--- src/rtl/core_if_pkg.sv ---
// Shared constants, state encodings and the fetch entry type for the fetch stage.
// Optional feature macro: CORE_IF_ALIGN_CHECK_EN (see core_if.sv).
package core_if_pkg;

  localparam logic [31:0] RESET_PC  = 32'h0000_0000;
  localparam logic [31:0] NOP_INST  = 32'h0000_0013;
  localparam logic [31:0] ZERO_WORD = 32'h0000_0000;

  localparam logic [1:0] IF_FETCH = 2'd0;
  localparam logic [1:0] IF_KILL  = 2'd1;
  localparam logic [1:0] IF_STALL = 2'd2;

  typedef struct packed {
    logic [31:0] inst;
    logic [31:0] addr;
  } fetch_t;

  function automatic logic [31:0] next_pc(input logic [31:0] pc);
    return pc + 32'd4;
  endfunction

endpackage

--- src/rtl/core_if_if.sv ---
// Bundle of the fetch stage's memory, redirect/hold and IF/ID signals.
// The misalign flag exists only when CORE_IF_ALIGN_CHECK_EN is defined.
interface core_if_if;
  logic        hold_in;
  logic        jump_en_in;
  logic [31:0] jump_addr_in;
  logic        imem_req_out;
  logic [31:0] imem_addr_out;
  logic        imem_ack_in;
  logic [31:0] imem_data_in;
  logic [31:0] inst_out;
  logic [31:0] inst_addr_out;
  logic        inst_valid_out;
`ifdef CORE_IF_ALIGN_CHECK_EN
  logic        inst_misalign_out;
`endif

  modport master (
    input  hold_in, jump_en_in, jump_addr_in, imem_ack_in, imem_data_in,
    output imem_req_out, imem_addr_out, inst_out, inst_addr_out, inst_valid_out
`ifdef CORE_IF_ALIGN_CHECK_EN
    , output inst_misalign_out
`endif
  );

  modport slave (
    output hold_in, jump_en_in, jump_addr_in, imem_ack_in, imem_data_in,
    input  imem_req_out, imem_addr_out, inst_out, inst_addr_out, inst_valid_out
`ifdef CORE_IF_ALIGN_CHECK_EN
    , input inst_misalign_out
`endif
  );
endinterface

--- src/rtl/core_if_skid.sv ---
// One-entry instruction/address buffer that catches a fetch arriving while IF/ID is held.
// Clear wins over load. Independent of CORE_IF_ALIGN_CHECK_EN.
module core_if_skid
  import core_if_pkg::*;
(
  input  logic   clk,
  input  logic   rst,
  input  logic   load,
  input  logic   clear,
  input  fetch_t din,
  output logic   valid,
  output fetch_t dout
);

  logic   valid_reg;
  fetch_t entry_reg;

  always_ff @(posedge clk or negedge rst) begin
    if (!rst) begin
      valid_reg <= 1'b0;
      entry_reg <= '{inst: ZERO_WORD, addr: ZERO_WORD};
    end else if (clear) begin
      valid_reg <= 1'b0;
    end else if (load) begin
      valid_reg <= 1'b1;
      entry_reg <= din;
    end
  end

  assign valid = valid_reg;
  assign dout  = entry_reg;

endmodule

--- src/rtl/core_if.sv ---
// Instruction fetch stage: pc, imem req/ack FSM, redirect kill and IF/ID register.
// Define CORE_IF_ALIGN_CHECK_EN to trap misaligned jump targets instead of masking them.
module core_if
  import core_if_pkg::*;
(
  input  logic      clk,
  input  logic      rst,
  core_if_if.master bus
);

  logic [1:0]  state_reg, state_next;
  logic [31:0] pc_reg, pc_next;
  logic [31:0] addr_reg, addr_next;
  fetch_t      id_reg, id_next;
  logic        valid_reg, valid_next;
  logic        run_reg;
  logic        halt_reg;
  logic        req, ack;
  logic [31:0] target;
  logic        load_id;
  fetch_t      load_val;
  logic        skid_load, skid_clear, skid_valid;
  fetch_t      skid_entry;

`ifdef CORE_IF_ALIGN_CHECK_EN
  logic halt_next, mis_reg, mis_next, bad_jump;
  assign bad_jump = |bus.jump_addr_in[1:0];
  assign target   = bus.jump_addr_in;
`else
  assign halt_reg = 1'b0;
  assign target   = bus.jump_addr_in & ~32'h3;
`endif

  // run_reg keeps the request low for the first cycle out of reset
  assign req = run_reg && (((state_reg == IF_FETCH) && !halt_reg) || (state_reg == IF_KILL));
  assign ack = req && bus.imem_ack_in;

  always_comb begin
    state_next = state_reg;
    pc_next    = pc_reg;
    addr_next  = addr_reg;
    id_next    = id_reg;
    valid_next = valid_reg;
    load_id    = 1'b0;
    load_val   = '{inst: bus.imem_data_in, addr: pc_reg};
    skid_load  = 1'b0;
    skid_clear = 1'b0;
`ifdef CORE_IF_ALIGN_CHECK_EN
    halt_next  = halt_reg;
    mis_next   = mis_reg;
`endif
    // an unheld IF/ID with nothing new to take becomes a bubble
    if (!bus.hold_in) begin
      id_next    = '{inst: NOP_INST, addr: ZERO_WORD};
      valid_next = 1'b0;
`ifdef CORE_IF_ALIGN_CHECK_EN
      mis_next   = 1'b0;
`endif
    end

    if (bus.jump_en_in) begin
      skid_clear = 1'b1;
      pc_next    = target;
      id_next    = '{inst: NOP_INST, addr: ZERO_WORD};
      valid_next = 1'b0;
`ifdef CORE_IF_ALIGN_CHECK_EN
      halt_next  = 1'b0;
      mis_next   = 1'b0;
      if (bad_jump) begin
        id_next.addr = bus.jump_addr_in;
        valid_next   = 1'b1;
        mis_next     = 1'b1;
        halt_next    = 1'b1;
      end
`endif
      if ((state_reg == IF_KILL) || (req && !ack)) begin
        state_next = IF_KILL;
      end else begin
        state_next = IF_FETCH;
        addr_next  = target;
      end
    end else begin
      case (state_reg)
        IF_FETCH: begin
          if (ack) begin
            pc_next   = next_pc(pc_reg);
            addr_next = next_pc(pc_reg);
            if (!valid_reg || !bus.hold_in) begin
              load_id = 1'b1;
            end else begin
              skid_load  = 1'b1;
              state_next = IF_STALL;
            end
          end
        end
        IF_STALL: begin
          if (!bus.hold_in && skid_valid) begin
            load_id    = 1'b1;
            load_val   = skid_entry;
            skid_clear = 1'b1;
            state_next = IF_FETCH;
          end
        end
        IF_KILL: begin
          if (ack) begin
            state_next = IF_FETCH;
            addr_next  = pc_reg;
          end
        end
        default: state_next = IF_FETCH;
      endcase
    end

    if (load_id) begin
      id_next    = load_val;
      valid_next = 1'b1;
`ifdef CORE_IF_ALIGN_CHECK_EN
      mis_next   = 1'b0;
`endif
    end
  end

  always_ff @(posedge clk or negedge rst) begin
    if (!rst) begin
      state_reg <= IF_FETCH;
      pc_reg    <= RESET_PC;
      addr_reg  <= RESET_PC;
      id_reg    <= '{inst: NOP_INST, addr: ZERO_WORD};
      valid_reg <= 1'b0;
      run_reg   <= 1'b0;
`ifdef CORE_IF_ALIGN_CHECK_EN
      halt_reg  <= 1'b0;
      mis_reg   <= 1'b0;
`endif
    end else begin
      state_reg <= state_next;
      pc_reg    <= pc_next;
      addr_reg  <= addr_next;
      id_reg    <= id_next;
      valid_reg <= valid_next;
      run_reg   <= 1'b1;
`ifdef CORE_IF_ALIGN_CHECK_EN
      halt_reg  <= halt_next;
      mis_reg   <= mis_next;
`endif
    end
  end

  core_if_skid u_skid (
    .clk   (clk),
    .rst   (rst),
    .load  (skid_load),
    .clear (skid_clear),
    .din   ('{inst: bus.imem_data_in, addr: pc_reg}),
    .valid (skid_valid),
    .dout  (skid_entry)
  );

  assign bus.imem_req_out   = req;
  assign bus.imem_addr_out  = addr_reg;
  assign bus.inst_out       = id_reg.inst;
  assign bus.inst_addr_out  = id_reg.addr;
  assign bus.inst_valid_out = valid_reg;
`ifdef CORE_IF_ALIGN_CHECK_EN
  assign bus.inst_misalign_out = mis_reg;
`endif

endmodule
--- src/flat_wrapper.sv ---
// flat-port wrapper written by rule: the top's interface ports become plain ports
module core_if_flat import core_if_pkg::*;
  (clk, rst, bus_hold_in, bus_jump_en_in, bus_jump_addr_in, bus_imem_ack_in, bus_imem_data_in, bus_imem_req_out, bus_imem_addr_out, bus_inst_out, bus_inst_addr_out, bus_inst_valid_out);
  core_if_if bus_i ();
  input  logic clk;
  input  logic rst;
  input wire logic [$bits(bus_i.hold_in)-1:0] bus_hold_in;
  input wire logic [$bits(bus_i.jump_en_in)-1:0] bus_jump_en_in;
  input wire logic [$bits(bus_i.jump_addr_in)-1:0] bus_jump_addr_in;
  input wire logic [$bits(bus_i.imem_ack_in)-1:0] bus_imem_ack_in;
  input wire logic [$bits(bus_i.imem_data_in)-1:0] bus_imem_data_in;
  output wire logic [$bits(bus_i.imem_req_out)-1:0] bus_imem_req_out;
  output wire logic [$bits(bus_i.imem_addr_out)-1:0] bus_imem_addr_out;
  output wire logic [$bits(bus_i.inst_out)-1:0] bus_inst_out;
  output wire logic [$bits(bus_i.inst_addr_out)-1:0] bus_inst_addr_out;
  output wire logic [$bits(bus_i.inst_valid_out)-1:0] bus_inst_valid_out;
  assign bus_i.hold_in = bus_hold_in;
  assign bus_i.jump_en_in = bus_jump_en_in;
  assign bus_i.jump_addr_in = bus_jump_addr_in;
  assign bus_i.imem_ack_in = bus_imem_ack_in;
  assign bus_i.imem_data_in = bus_imem_data_in;
  assign bus_imem_req_out = bus_i.imem_req_out;
  assign bus_imem_addr_out = bus_i.imem_addr_out;
  assign bus_inst_out = bus_i.inst_out;
  assign bus_inst_addr_out = bus_i.inst_addr_out;
  assign bus_inst_valid_out = bus_i.inst_valid_out;
  core_if u_core (.clk(clk), .rst(rst), .bus(bus_i));
endmodule
--- config.mk ---
export PLATFORM = sky130hd
export DESIGN_NAME = core_if_flat
export DESIGN_NICKNAME = d
export VERILOG_FILES = /design/src/rtl/core_if_pkg.sv /design/src/rtl/core_if_if.sv /design/src/rtl/core_if_skid.sv /design/src/rtl/core_if.sv /design/src/flat_wrapper.sv
export SDC_FILE = /design/constraint.sdc
export NUM_CORES = 1
export LEC_CHECK = 0
export ABC_AREA = 0
export BUFFER_PORTS_ARGS = -buffer_cell sky130_fd_sc_hd__buf_2
export CORE_ASPECT_RATIO = 1.5
export CORE_MARGIN = 2
export CORE_UTILIZATION = 60
export CTS_BUF_LIST = sky130_fd_sc_hd__clkbuf_8
export DETAILED_ROUTE_END_ITERATION = 8
export GPL_TIMING_DRIVEN = 0
export PLACE_DENSITY = 0.85
export SLEW_MARGIN = 30
export SYNTH_ARGS = -nofsm -noshare
export SYNTH_HDL_FRONTEND = slang
export SYNTH_SLANG_ARGS = --single-unit
--- constraint.sdc ---
create_clock -name clk -period 3.82 [get_ports clk]
set_input_delay 0.191 -clock clk [delete_from_list [all_inputs] [get_ports clk]]
set_output_delay 0.191 -clock clk [all_outputs]
set_load 0.02 [all_outputs]
### Word level (Yosys, flattened, before mapping)

Cells that the tools add are included.

| word-level totals | value |
|---|---|
| register bits after elaboration | 197 |
| bits in latches | 0 |
| bits in writable memories | 0 |
| ROM bits | 0 |
| input port bits | 69 |
| output and inout port bits | 98 |
| logic and storage cells | 75 |
| memories kept | 0 |

| operators by class | value |
|---|---|
| $add $sub $neg | 1 |
| multipliers | 0 |
| divide/modulo/power cells | 0 |
| order comparisons | 0 |
| equality and inequality tests | 8 |
| shifts and indexed selects | 0 |
| multiplexer cells | 36 |
| bitwise operators | 1 |
| reductions and logical operators | 19 |

Operators with widths:

| operator | number |
|---|---|
| $mux W64 | 6 |
| $mux W32 | 6 |
| $pmux W32 S2 | 1 |
| $add A32 B3 Y32 const B | 1 |
| $mux W1 | 16 |
| $mux W2 | 5 |
| $ne A3 B2 Y1 const B | 3 |
| $reduce_and A4 Y1 | 2 |
| $pmux W2 S3 | 1 |
| $reduce_bool A2 Y1 | 3 |
| $logic_and A1 B1 Y1 | 4 |
| $reduce_and A2 Y1 | 2 |
| $logic_not A1 Y1 | 3 |
| $logic_or A1 B1 Y1 | 3 |
| $ne A3 B1 Y1 const B | 1 |
| $ne A3 B3 Y1 const B | 1 |
| $reduce_bool A3 Y1 | 1 |
| $eq A2 B1 Y1 const B | 1 |
| $eq A2 B2 Y1 const B | 1 |
| $logic_not A2 Y1 | 1 |
| $ne A2 B2 Y1 const B | 1 |
| $pmux W1 S2 | 1 |
| $not A1 Y1 | 1 |

### Longest topological paths before layout

| depth | value |
|---|---|
| depth in word-level cells | 9 |
| mapped depth | 8 |
| gate-level depth less buffers | 6 |

### Hierarchy

Synthesis repeated with hierarchy kept, for this count alone.

| unflattened totals | value |
|---|---|
| cell total of the unflattened synthesis | 788 |
| area, all modules | 9340.2 sq um |

By module, submodules not included:

| module | instances | cells an instance | area each (sq um) | sequential area each (sq um) |
|---|---|---|---|---|
| core_if | 1 | 649 | 6606.3 | 3231.8 |
| core_if_skid | 1 | 139 | 2733.9 | 1626.6 |

### Worst setup path before layout

Ideal clock, no wire load.

| timing path | value |
|---|---|
| kind | register to register |
| start | reg u_core.pc_reg[3] |
| end | reg u_core.pc_reg[24] |
| library setup time | 0.125 ns |
| arrival time | 1.877 ns |
| required time | 3.695 ns |
| setup slack | 1.818 ns |
| cell stages (with the launch flop) | 8 |
| period minus slack after synthesis | 2.002 ns |
| path through | dfrtp_1 -> ha_1 -> nand3_1 -> nor4_1 -> buf_2 -> nand3_1 -> xnor2_1 -> mux2_2 |

| between the ends | value |
|---|---|
| word-level cells in the longest chain between the ends | 4 |

Ends and longest elaborated chain:

| element | RTL line | source |
|---|---|---|
| start: declaration | core_if.sv:12 | `logic [31:0] pc_reg, pc_next;` |
| start signal: assignment | core_if.sv:137 | `pc_reg <= pc_next;` |
| $add A32 B3 Y32 | core_if_pkg.sv:19 | `return pc + 32'd4;` |
| $mux W32 | core_if.sv:85 | `if (ack) begin` |
| $mux W32 | core_if.sv:83 | `case (state_reg)` |
| $mux W32 | core_if.sv:61 | `if (bus.jump_en_in) begin` |

Every way passes these cells. The select of a mux whose other input is x is not followed.
A chain may end at the register's enable or synchronous reset.

### Final worst setup path

Ends and elaborated chain as after synthesis.

==> flow_summary.json <==
{
  "dieArea_sq_um": 15770,
  "drt-vias-per-instance": 5.945,
  "p_leak_nw": 5.680,
  "worstMarginPinSlew_ps": 815.2,
  "routabilityCongestion": 0.9398,
  "drive_gt1_frac": 0.2103,
  "clk_latency_ps": 460,
  "ys_seq_area_frac": 0.5372,
  "crit_fanout": 10,
  "cts_tree": "done",
  "final_hold_viol_count": 0,
  "grt_max_degree": 89,
  "crit_arrival_ps": 3110,
  "crit_path_end_kind": "flip-flop",
  "stdcell_area_sq_um": 10920,
  "numPortBuffers": 162,
  "ff_latch_area_sq_um": 4758,
  "hold_class": "input port to flip-flop",
  "async_reset_ff_frac": 1.000,
  "crit_path_start_kind": "flip-flop",
  "synth.top_cells.by_count": "nand2_1, dfrtp_1, inv_1",
  "clock-skew-final_ps": 16.33,
  "yosysWarnings": 0,
  "synthCells": 916,
  "die_x_um": 103.2,
  "core-area_sq_um": 14530,
  "wl_per_cell_um": 19.19,
  "grt_pass1_wl_um": 41820,
  "cts_buffers": 17,
  "min_period_ps": 2759,
  "cap_violations": 0,
  "dpl.hpwl_um": 17730,
  "fin_nets": 1225,
  "multi_input_area_sq_um": 3477,
  "synth_area_leaders": "dfrtp_1, nand2_1, a222oi_1, xnor2_1, inv_1",
  "start_util": 0.6097,
  "fillers": 1050,
  "required_ps": 4170,
  "drc": 0,
  "syn-cell-area_sq_um": 8857,
  "status": "completed",
  "cts.clk_slew.worst_paths_ps": 90,
  "max_freq_mhz": 362.4,
  "htree_levels": 4,
  "drt_wl_total_um": 26110,
  "vias": 8091,
  "antenna_left": 0,
  "largest_reg_flops": 62,
  "synth_cell_type_count": 55,
  "place_area_sq_um": 9988,
  "setup_viol": 0,
  "antenna_found_initial": 0,
  "rsz0062_at_grt": "false",
  "ir_drop_mv": 0.2912,
  "ys_dominant_reg_cell": "dfrtp_1",
  "cts_max_path_buffers": 2,
  "area_growth_pct": 23.25,
  "drtPass1Iterations": 8,
  "worstSetupPathType": "flip-flop to flip-flop",
  "cts_root_buffer": "clkbuf_8",
  "grt.total_usage": 0.3413,
  "synth_top_area_share": 0.5283,
  "cts.repair.resized": 0,
  "overflow": 0,
  "period_share": 0.7223,
  "relSlewSlack": 0.4520,
  "post_cts_buffers": 0,
  "powerDensity_nw_per_um2": 411.1,
  "fp.dieH_um": 152.8,
  "synth_most_common_cell": "nand2_1",
  "rows": 54,
  "yosysTopAreaCell": "dfrtp_1",
  "drt_iter0_markers": 1076,
  "synth.avg_cell_area_sq_um": 9.669,
  "dpl.cell_count": 1277,
  "fin_util": 0.7515,
  "grt_pass1_vias": 8212,
  "drv_slew": 0,
  "cts.sinks": 190,
  "diodes": 0,
  "ys_ff_latch": 190,
  "synth_edf_count": 0,
  "cts_hold_buffers": 55,
  "pin_count": 167,
  "fin_cells": 1361
}
[worst max-delay path, stage by stage (launching register included)]
cell     delay, ps
dfrtp_1        510
ha_1           320
nand3_1        270
nor4_1         680
buf_2          350
nand3_1        120
xnor2_1        140
mux2_2         270
[logic make-up (layout without fill, tap and decap cells)]
kind of cell | after synthesis | count (layout) | share of synthesized area
other | 2 | 3 | 0.0008479
AND/OR/NAND/NOR | 366 | 366 | 0.1925
AO/OA/AOI/OAI | 139 | 139 | 0.1270
adder cells (fa/ha/maj) | 1 | 1 | 0.001412
multiplexers | 16 | 16 | 0.01921
buffers and inverters | 151 | 399 | 0.07134
flip-flops | 190 | 190 | 0.5372
XOR/XNOR | 51 | 51 | 0.05043
[power by group]
group | switching (W) | leakage (nW) | internal, W
clock | 0.000702 | 0.195 | 0.000608
sequential | 0.000118 | 2.49 | 0.00221
combinational | 0.000537 | 3.00 | 0.000315
[worst paths after layout]
path	from	endpoint	slack (ps)	cells after the start
setup / recovery	u_core.pc_reg[3]	u_core.pc_reg[24]	1060	7
hold / removal	bus_jump_addr_in[5]	u_core.pc_reg[5]	10	3
setup reg to reg	u_core.pc_reg[3]	u_core.pc_reg[24]	1060	7
hold reg to reg	u_core.bus.inst_out[0]	u_core.bus.inst_out[0]	470	2
max in group asynchronous	rst	u_core.bus.imem_addr_out[27]	2530	4
min in group asynchronous	rst	u_core.bus.inst_out[28]	200	2
[final cells by class]
cell class / count / share of cell area
plain buffers: 86 / 0.03553
repair buffers: 219 / 0.1307
clock inverters: 10 / 0.01066
multi-input cells: 576 / 0.3185
inverters: 65 / 0.02235
well taps: 196 / 0.02246
clock buffers: 19 / 0.02395
flip-flops and latches: 190 / 0.4359
[cells in the final DEF, fill, tap and decap left out, types with 3 or more instances in the layout]
| cell type | instances |
|---|---|
| a211oi_1 | 5 |
| a21oi_1 | 11 |
| a221o_1 | 3 |
| a222oi_1 | 59 |
| and2_1 | 3 |
| and4_1 | 3 |
| buf_1 | 3 |
| buf_2 | 171 |
| buf_4 | 12 |
| clkbuf_1 | 60 |
| clkbuf_8 | 19 |
| conb_1 | 3 |
| dfrtp_1 | 187 |
| dfstp_2 | 3 |
| dlygate4sd3_1 | 55 |
| inv_1 | 66 |
| mux2_2 | 8 |
| mux2i_1 | 8 |
| nand2_1 | 244 |
| nand2b_1 | 6 |
| nand3_1 | 15 |
| nand4_1 | 15 |
| nor2_1 | 32 |
| nor2b_1 | 5 |
| nor3_1 | 7 |
| nor3b_1 | 7 |
| nor4_1 | 5 |
| nor4_2 | 9 |
| o211ai_1 | 4 |
| o21a_1 | 3 |
| o21ai_0 | 21 |
| o21ai_1 | 6 |
| o221ai_1 | 13 |
| o22ai_1 | 4 |
| o31ai_1 | 4 |
| xnor2_1 | 32 |
| xor2_1 | 19 |
[through the flow]
| stage | total power [W] | setup TNS, ps | hold WS [ps] | worst slack, ps |
|---|---|---|---|---|
| after floorplan | 0.002827 | 0 | -104.6 | 1818 |
| after global placement | 0.003108 | -94760 | 396.8 | -524.5 |
| after detailed placement | 0.003150 | 0 | 111.7 | 1175 |
| after CTS | 0.004479 | 0 | 4.811 | 1151 |
| after global routing | 0.004687 | 0 | 18.71 | 998.1 |
| final | 0.004488 | 0 | 9.725 | 1061 |
[per-layer routing]
layer / share of wire / up-vias / GRT usage
met2: 0.52 / 426 / 0.5652
li1: - / 3612 / -
met4: 0.047 / 0 / 0.1654
met1: 0.36 / 3962 / 0.4251
met5: 0 / - / 0
met3: 0.074 / 91 / 0.06101
Power figures use the tool's default switching activity.
